[config.mk]
export PLATFORM = sky130hd
export DESIGN_NAME = sp_icache_ctrl_slave_fsm
export DESIGN_NICKNAME = d
export VERILOG_FILES = /design/src/rtl/sp_icache_ctrl_slave_fsm.sv
export SDC_FILE = /design/constraint.sdc
export NUM_CORES = 1
export LEC_CHECK = 0
export ABC_AREA = 1
export BUFFER_PORTS_ARGS = -buffer_cell sky130_fd_sc_hd__clkbuf_2
export CORE_MARGIN = 8
export CORE_UTILIZATION = 50
export DETAILED_ROUTE_END_ITERATION = 6
export PLACE_DENSITY = 0.72
export SETUP_SLACK_MARGIN = 0.3
export SLEW_MARGIN = 5
export SYNTH_ARGS = -nofsm -noshare
export SYNTH_HDL_FRONTEND = slang
export SYNTH_SLANG_ARGS = --single-unit
[constraint.sdc]
create_clock -name clk_i -period 2.4 [get_ports clk_i]
set_clock_uncertainty 0.05 [all_clocks]
set_input_delay 0.72 -clock clk_i [delete_from_list [all_inputs] [get_ports clk_i]]
set_output_delay 0.72 -clock clk_i [all_outputs]
set_load 0.005 [all_outputs]
[src/rtl/sp_icache_ctrl_slave_fsm.sv]
//------------------------------------------------------------------------------
// Module      : sp_icache_ctrl_slave_fsm
// Description : Cache-side responder for the single-port icache control
//               channel. Runs the enable / disable / flush 4-phase
//               request/acknowledge handshakes against the cache datapath,
//               drains outstanding refills before acknowledging, and keeps
//               the pending-transaction flag and the saturating hit,
//               transaction and miss performance counters.
// Ports       : clk_i, rst_i (sync, active-high)
//               ctrl_req_{enable,disable}_i, flush_req_i  -> level requests
//               ctrl_ack_{enable,disable}_o, flush_ack_o  -> acknowledges
//               icache_is_private_i -> mode latched into cache_private_o
//               ctrl_clear_regs_i / ctrl_enable_regs_i -> perf counter control
//               ctrl_{hit,trans,miss}_count_o -> 32-bit saturating counters
//               ctrl_pending_trans_o -> refills outstanding (registered)
//               cache_enable_o / cache_private_o / cache_flush_o -> datapath
//               cache_flush_done_i -> invalidate-all complete pulse
//               fetch_{valid,hit,miss}_i -> perf events
//               refill_issue_i / refill_done_i / refill_stall_o -> refills
// Revision    : 1.0 - initial release
//------------------------------------------------------------------------------
`default_nettype none

module sp_icache_ctrl_slave_fsm #(
  parameter int MAX_OUTSTANDING = 4
) (
  input  logic        clk_i,
  input  logic        rst_i,
  input  logic        ctrl_req_enable_i,
  input  logic        ctrl_req_disable_i,
  input  logic        flush_req_i,
  input  logic        icache_is_private_i,
  input  logic        ctrl_clear_regs_i,
  input  logic        ctrl_enable_regs_i,
  output logic        ctrl_ack_enable_o,
  output logic        ctrl_ack_disable_o,
  output logic        flush_ack_o,
  output logic        ctrl_pending_trans_o,
  output logic [31:0] ctrl_hit_count_o,
  output logic [31:0] ctrl_trans_count_o,
  output logic [31:0] ctrl_miss_count_o,
  output logic        cache_enable_o,
  output logic        cache_private_o,
  output logic        cache_flush_o,
  input  logic        cache_flush_done_i,
  input  logic        fetch_valid_i,
  input  logic        fetch_hit_i,
  input  logic        fetch_miss_i,
  input  logic        refill_issue_i,
  input  logic        refill_done_i,
  output logic        refill_stall_o
);

  localparam int CW = $clog2(MAX_OUTSTANDING + 1);
  localparam logic [CW-1:0] OUT_MAX = CW'(MAX_OUTSTANDING);

  localparam logic [2:0] ST_DISABLED  = 3'd0;
  localparam logic [2:0] ST_ENABLED   = 3'd1;
  localparam logic [2:0] ST_DIS_DRAIN = 3'd2;
  localparam logic [2:0] ST_FL_DRAIN  = 3'd3;
  localparam logic [2:0] ST_FL_WAIT   = 3'd4;
  localparam logic [2:0] ST_ACK       = 3'd5;

  // Which handshake the ACK state is currently answering.
  localparam logic [1:0] OP_ENABLE  = 2'd0;
  localparam logic [1:0] OP_DISABLE = 2'd1;
  localparam logic [1:0] OP_FLUSH   = 2'd2;

  logic [2:0]    state;
  logic [1:0]    op;
  logic          op_req;
  logic          cache_en;
  logic          cache_priv;
  logic [CW-1:0] outstanding;
  logic [CW-1:0] out_nxt;
  logic          issue_ok;
  logic          done_ok;
  logic          pending;
  logic [31:0]   hit_cnt;
  logic [31:0]   trans_cnt;
  logic [31:0]   miss_cnt;

  function automatic logic [31:0] sat_inc(input logic [31:0] v, input logic ev);
    return (ev && (v != 32'hFFFF_FFFF)) ? v + 32'd1 : v;
  endfunction

  // ---------------- outstanding refill tracking ----------------
  assign refill_stall_o = (outstanding == OUT_MAX);
  // Issues while stalled and completions at zero are dropped, so the
  // counter can neither overflow nor underflow.
  assign issue_ok = refill_issue_i & ~refill_stall_o;
  assign done_ok  = refill_done_i & (outstanding != '0);

  always_comb begin
    out_nxt = outstanding;
    if (issue_ok && !done_ok) begin
      out_nxt = outstanding + CW'(1);
    end else if (!issue_ok && done_ok) begin
      out_nxt = outstanding - CW'(1);
    end
  end

  always_ff @(posedge clk_i) begin
    if (rst_i) begin
      outstanding <= '0;
      pending     <= 1'b0;
    end else begin
      outstanding <= out_nxt;
      // Built from the next count so the flag tracks the counter exactly.
      pending     <= (out_nxt != '0);
    end
  end

  // ---------------- control handshake FSM ----------------
  always_comb begin
    case (op)
      OP_ENABLE:  op_req = ctrl_req_enable_i;
      OP_DISABLE: op_req = ctrl_req_disable_i;
      default:    op_req = flush_req_i;
    endcase
  end

  always_ff @(posedge clk_i) begin
    if (rst_i) begin
      state      <= ST_DISABLED;
      op         <= OP_ENABLE;
      cache_en   <= 1'b0;
      cache_priv <= 1'b0;
    end else begin
      case (state)
        ST_DISABLED, ST_ENABLED: begin
          if (flush_req_i) begin
            op    <= OP_FLUSH;
            state <= ST_FL_DRAIN;
          end else if (ctrl_req_disable_i) begin
            op <= OP_DISABLE;
            if (state == ST_ENABLED) begin
              cache_en <= 1'b0;
              state    <= ST_DIS_DRAIN;
            end else begin
              state <= ST_ACK;
            end
          end else if (ctrl_req_enable_i) begin
            op <= OP_ENABLE;
            // Mode is only captured on a real disabled->enabled transition.
            if (state == ST_DISABLED) begin
              cache_en   <= 1'b1;
              cache_priv <= icache_is_private_i;
            end
            state <= ST_ACK;
          end
        end
        ST_DIS_DRAIN: if (outstanding == '0) state <= ST_ACK;
        ST_FL_DRAIN:  if (outstanding == '0) state <= ST_FL_WAIT;
        ST_FL_WAIT:   if (cache_flush_done_i) state <= ST_ACK;
        ST_ACK:       if (!op_req) state <= cache_en ? ST_ENABLED : ST_DISABLED;
        default:      state <= ST_DISABLED;
      endcase
    end
  end

  // The invalidate pulse lasts exactly the single FL_DRAIN cycle that sees
  // an empty refill pipe, since that same cycle moves the FSM to FL_WAIT.
  assign cache_flush_o      = (state == ST_FL_DRAIN) && (outstanding == '0);
  assign ctrl_ack_enable_o  = (state == ST_ACK) && (op == OP_ENABLE);
  assign ctrl_ack_disable_o = (state == ST_ACK) && (op == OP_DISABLE);
  assign flush_ack_o        = (state == ST_ACK) && (op == OP_FLUSH);
  assign cache_enable_o     = cache_en;
  assign cache_private_o    = cache_priv;
  assign ctrl_pending_trans_o = pending;

  // ---------------- performance counters ----------------
  always_ff @(posedge clk_i) begin
    if (rst_i || ctrl_clear_regs_i) begin
      hit_cnt   <= '0;
      trans_cnt <= '0;
      miss_cnt  <= '0;
    end else begin
      hit_cnt   <= sat_inc(hit_cnt,   ctrl_enable_regs_i & fetch_hit_i);
      trans_cnt <= sat_inc(trans_cnt, ctrl_enable_regs_i & fetch_valid_i);
      miss_cnt  <= sat_inc(miss_cnt,  ctrl_enable_regs_i & fetch_miss_i);
    end
  end

  assign ctrl_hit_count_o   = hit_cnt;
  assign ctrl_trans_count_o = trans_cnt;
  assign ctrl_miss_count_o  = miss_cnt;

endmodule

`default_nettype wire
# After elaboration in Yosys (flattened, before gate mapping)

Cells that the tools add are included.

Word-level logic and storage cells: 84
Input bits: 14
Register bits: 107

Mux-type cells: 20
Bitwise operators: 8
Reductions and logical operators: 25
Equality and inequality tests: 17
Add/sub/neg operators: 5

Operators with widths:

| cell                    | count |
|---|---|
| $add A32 B1 Y32 const B | 3 |
| $ne A32 B32 Y1 const B  | 3 |
| $mux W3                 | 10 |
| $pmux W3 S5             | 1 |
| $reduce_and A5 Y1       | 3 |
| $eq A3 B3 Y1 const B    | 3 |
| $logic_and A1 B1 Y1     | 9 |
| $reduce_bool A3 Y1      | 3 |
| $ne A2 B2 Y1 const B    | 4 |
| $eq A3 B2 Y1 const B    | 2 |
| $logic_not A3 Y1        | 2 |
| $mux W2                 | 3 |
| $and A1 B1 Y1           | 5 |
| $mux W1                 | 5 |
| $ne A4 B4 Y1 const B    | 1 |
| $reduce_bool A2 Y1      | 2 |
| $add A3 B1 Y3 const B   | 1 |
| $eq A3 B1 Y1 const B    | 1 |
| $not A1 Y1              | 3 |
| $sub A3 B1 Y3 const B   | 1 |
| $eq A2 B1 Y1 const B    | 1 |
| $eq A2 B2 Y1 const B    | 1 |
| $logic_not A1 Y1        | 2 |
| $logic_not A2 Y1        | 1 |
| 5 further kinds         | 5 |

# Longest topological paths before layout

Depth in word-level cells: 8
Gate-level depth with buffers: 11
Mapped depth without buffers: 10

# Least setup slack after synthesis

No wires, ideal clock.

Path type: register to register
Start: register trans_cnt[0], in the netlist ctrl_trans_count_o[0]
End: register trans_cnt[25], in the netlist ctrl_trans_count_o[25]
Path slack: 0.597 ns
Data required time: 2.216 ns
Buffers on the path: 1
Cell stages (with the launch flop): 12
Library setup time: 0.134 ns
Clock period less this slack: 1.803 ns
Data arrival time: 1.619 ns
Cells stage by stage: dfxtp_1 > ha_1 > inv_1 > nor2_4 > nand2_2 > nor2_4 > nand2_4 > nand2_8 > inv_4 > buf_4 > nand2_1 > a21oi_1

Word-level cells in the longest chain between the ends: 2
Elaborated cells between the ends (all ways): 3
Those cells by class: add/sub (1); eq/ne (1); reduce/logical (1)

RTL lines:

| item                                                                    | RTL line | source |
|---|---|---|
| start, declared                                                         | 80       | `logic [31:0] trans_cnt;` |
| start signal, assigned                                                  | 180      | `trans_cnt <= sat_inc(trans_cnt, ctrl_enable_regs_i & fetch_valid_i);` |
| parallel branches: the longest is 2 deep, another holds $add A32 B1 Y32 | n/a      |  |

Parallel ways; which one is timed is not known.
A chain may end at the register's enable or synchronous reset.

# Worst setup path after layout

Start: register state[0]
End: output ctrl_ack_enable_o

Word-level cells in the longest chain between the ends: 2

RTL lines:

| item                   | RTL line | source |
|---|---|---|
| start, declared        | 69       | `logic [2:0] state;` |
| start signal, assigned | 156      | `ST_ACK: if (!op_req) state <= cache_en ? ST_ENABLED : ST_DISABLED;` |
| $eq A3 B3 Y1           | 165      | `assign ctrl_ack_enable_o = (state == ST_ACK) && (op == OP_ENABLE);` |
| $logic_and A1 B1 Y1    | 165      |  |
| end, declared          | 35       | `output logic ctrl_ack_enable_o,` |

Every way passes these cells.

==> flow_summary_export.csv <==
group,metric,value,unit
timing,fmax,486,MHz
clock_network,path_clk_slew,70,ps
power_and_ir_drop,p_clk_share,37.1,%
floorplan,ioPinCount,118,
synth,synth_compound_area_share,8.46,%
worst_setup_path,r2r_start,"ctrl_trans_count_o[0]$_SDFFE_PP0P_",
global_routing,globalRouteTotalUtil,21.1,%
route,wl_met1,8790,um
placement,pre_cts_slack,231,ps
timing,fin_crit_sh,85.7,%
cells_and_area,nFillCells,1409,
worst_setup_path,crit_required,1630,ps
timing,setup_slack,344,ps
timing,finalSetupViolations,0,
worst_setup_path,endpoint_kind,"output pin",
route,via_count,7268,
floorplan,start_util,50.5,%
synth,synth_nets,1166,
hold_path,hp-start,"cache_private_o$_SDFFE_PP0P_",
timing,slew_viol_final,0,
route,wl_met3,1200,um
run,max_cap_viol_count,0,
route,top_layer,"met4",
worst_setup_path,slowest_delay,450,ps
clock_network,clock-sinks,107,
floorplan,die_area,0.0179,mm2
cells_and_area,fin_nets,1286,
floorplan,dieWidth,134,um
global_routing,grt_overflow_total,0,
worst_setup_path,crit_fanout,7,
placement,hpwl,14000,um
hold_path,hold_end,"cache_private_o$_SDFFE_PP0P_",
timing,period_needed,2060,ps
hold_path,min_path_type,"register to register",
floorplan,core-area,0.0137,mm2
timing,hold_viol,0,
clock_network,ctsHoldBuffers,0,
synth,synth_cell_type_count,34,
placement,post_dp_cell_area,0.00765,mm2
power_and_ir_drop,p_int,2.89,mW
synth,syn-cell-area,0.00693,mm2
route,wl,19000,um
power_and_ir_drop,peakVddDrop,0.342,mV
power_and_ir_drop,p_sw,1.14,mW
clock_network,cts.path.max_buffers,2,
status,status,"finished clean",
clock_network,htreeDepth,3,
route,vias_per_cell,5.01,
synth,async_flop_share,0,%
power_and_ir_drop,comb_power_share,15.2,%
cells_and_area,fin_area,0.00803,mm2
timing,rsz0062_at_grt,"false",
worst_setup_path,critPathKind,"register to output pin",
cells_and_area,final_cell_mix,"nand2_1, nor2_1, clkbuf_2, dfxtp_1, inv_1",
route,ant_nets,0,
power_and_ir_drop,power,4.02,mW
route,drt_iter0_markers,576,
route,drc_errors,0,
timing,tightest_slew,745,ps
worst_setup_path,r2r_slack,430,ps
synth,ys_ff_latch,107,
synth,synthCells,1146,
power_and_ir_drop,power.leakage,3.08,nW
worst_setup_path,crit_path_start_kind,"register",
worst_setup_path,arrival,1290,ps
global_routing,grt_max_degree,57,
worst_setup_path,slowest_stage,"dfxtp_1",
synth,synth-edff-count,0,
synth,seq_area_frac_synth,30.9,%
power_and_ir_drop,p_seq_share,47.8,%
floorplan,die_h,134,um
global_routing,antenna_found_initial,0,
worst_setup_path,crit_chain,"nand3_1 > nor3_1 > clkbuf_2",
worst_setup_path,ff2ff_path_depth,10,
route,wl_per_cell,13.1,um
synth,synth.mux.area_fraction,0,%
timing,tns,0,ps
hold_path,hold_path_depth,2,
synth,synth_flop_cell,"dfxtp_1",
cells_and_area,syn2layout_area_growth,15.9,%
power_and_ir_drop,power_density,501,mW/mm2
global_routing,grt_pass1_vias,6755,
global_routing,grt_pass1_wl,31700,um
cells_and_area,final_common_cell,"nand2_1",
synth,synth_warnings,0,
worst_setup_path,timing.rr.end,"ctrl_trans_count_o[23]$_SDFFE_PP0P_",
route,route.met2.wl,8720,um
power_and_ir_drop,netSwitchingFraction,28.3,%
clock_network,clkLatencyLatePin,350,ps
clock_network,cts_tree,"built",
floorplan,num_rows,43,
synth,synth_top_family_by_area,"simple AND/OR/NAND/NOR gates",
timing,slew-limit-headroom,50.3,%
synth,synth_xor_area_share,5.30,%
synth,postSynthAreaPerCell,6.05,um2
synth,synth-simple-area-share,46.0,%
clock_network,cts_buffers,9,
route,first_pass_iters,5,
cells_and_area,diodes,0,
placement,gp_congestion,0.910,
synth,synthAdderAreaFrac,1.08,%
cells_and_area,final_layout_size_suffix_gt1_share,17.4,%
clock_network,clockRootBuffer,"clkbuf_16",
placement,place.port_buffers,117,
[state kept, by name (all words and copies together) (netlist names)]
name	flops
cache_enable_o	1
op	2
ctrl_miss_count_o	32
ctrl_pending_trans_o	1
outstanding	3
state	3
ctrl_trans_count_o	32
ctrl_hit_count_o	32
cache_private_o	1
[worst max-delay path by stage]
stage	from	endpoint	cells after the start
final	state[0]$_SDFFE_PP0P_	ctrl_ack_enable_o	3
after floorplan	ctrl_trans_count_o[0]$_SDFFE_PP0P_	ctrl_trans_count_o[25]$_SDFFE_PP0P_	11
after CTS	outstanding[1]$_SDFF_PP0_	cache_flush_o	5
after global routing	outstanding[0]$_SDFF_PP0_	refill_stall_o	6
after detailed placement	ctrl_enable_regs_i	ctrl_miss_count_o[22]$_SDFFE_PP0P_	7
after global placement	ctrl_enable_regs_i	ctrl_miss_count_o[25]$_SDFFE_PP0P_	7
[power by group through the flow]
stage               Combinational (mW)  Clock, mW  Sequential [mW]
detailed placement               0.502          0             1.95
finish                           0.610       1.49             1.92
global route                     0.685       1.60             1.93
CTS                              0.567       1.53             1.91
floorplan                        0.396          0             1.93
global placement                 0.498          0             1.95
[cell type report]
type | count | area (um2) | area share (%)
repair buffers | 131 | 698 | 8.69
well taps | 180 | 225 | 2.80
multi-input cells | 913 | 4270 | 53.2
flip-flops and latches | 107 | 2150 | 26.8
clock buffers | 11 | 233 | 2.90
clock inverters | 4 | 52.6 | 0.654
inverters | 104 | 400 | 4.98
[routing by layer]
layer,vias up,track usage (%)
met5,-,0
met4,0,7.74
met3,24,3.99
met2,210,34.3
met1,3228,27.3
li1,3806,-
[critical path, delay by kind of cell, from the launching register on]
kind	cells	cell delay, ps
and+or+nand+nor	2	350
buffers and inverters	1	140
DFF	1	450
[kinds of logic after synthesis]
logic type,count (synthesis)
AO/OA/AOI/OAI,101
XOR/XNOR,42
adder cells (fa/ha/maj),6
buffers and inverters,127
flip-flops,107
AND/OR/NAND/NOR,763
[cell usage after synthesis (2+ instances only)]
cell type    n  share of area (%)
nand2_1    453                 25
clkbuf_1    10               0.54
nor2_4       7                1.1
nor3_1       4               0.29
inv_2        2               0.11
xor2_1      23                2.9
buf_12       3               0.87
or3_1        2               0.18
xnor2_1     19                2.4
inv_1      100                5.4
a21oi_1     62                4.5
dfxtp_1    107                 31
nand2_4      5               0.81
nand3_1     65                4.7
nand2_2     18                1.6
buf_6        5               0.81
nor2_1     187                 10
a21oi_2     20                2.5
ha_1         6                1.1
nand2_8      2               0.58
nand4_1     15                1.4
o21ai_0     16                1.2
buf_2        4               0.29
[stage by stage]
step,hold slack [ps],cells,util [%]
global placement,382,1431,55.7
global route,431,1450,58.6
CTS,404,1447,58.1
finish,397,1450,58.6
detailed placement,394,1431,55.7
floorplan,390,1146,-
[repair_timing]
action	4_1_cts	5_1_grt
setup buffers	1	2
gates cloned	0	1
pin swaps	4	3
setup endpoints to repair	27	84
gates resized for setup	12	15
Note: power is estimated with default switching activity, not from simulation.
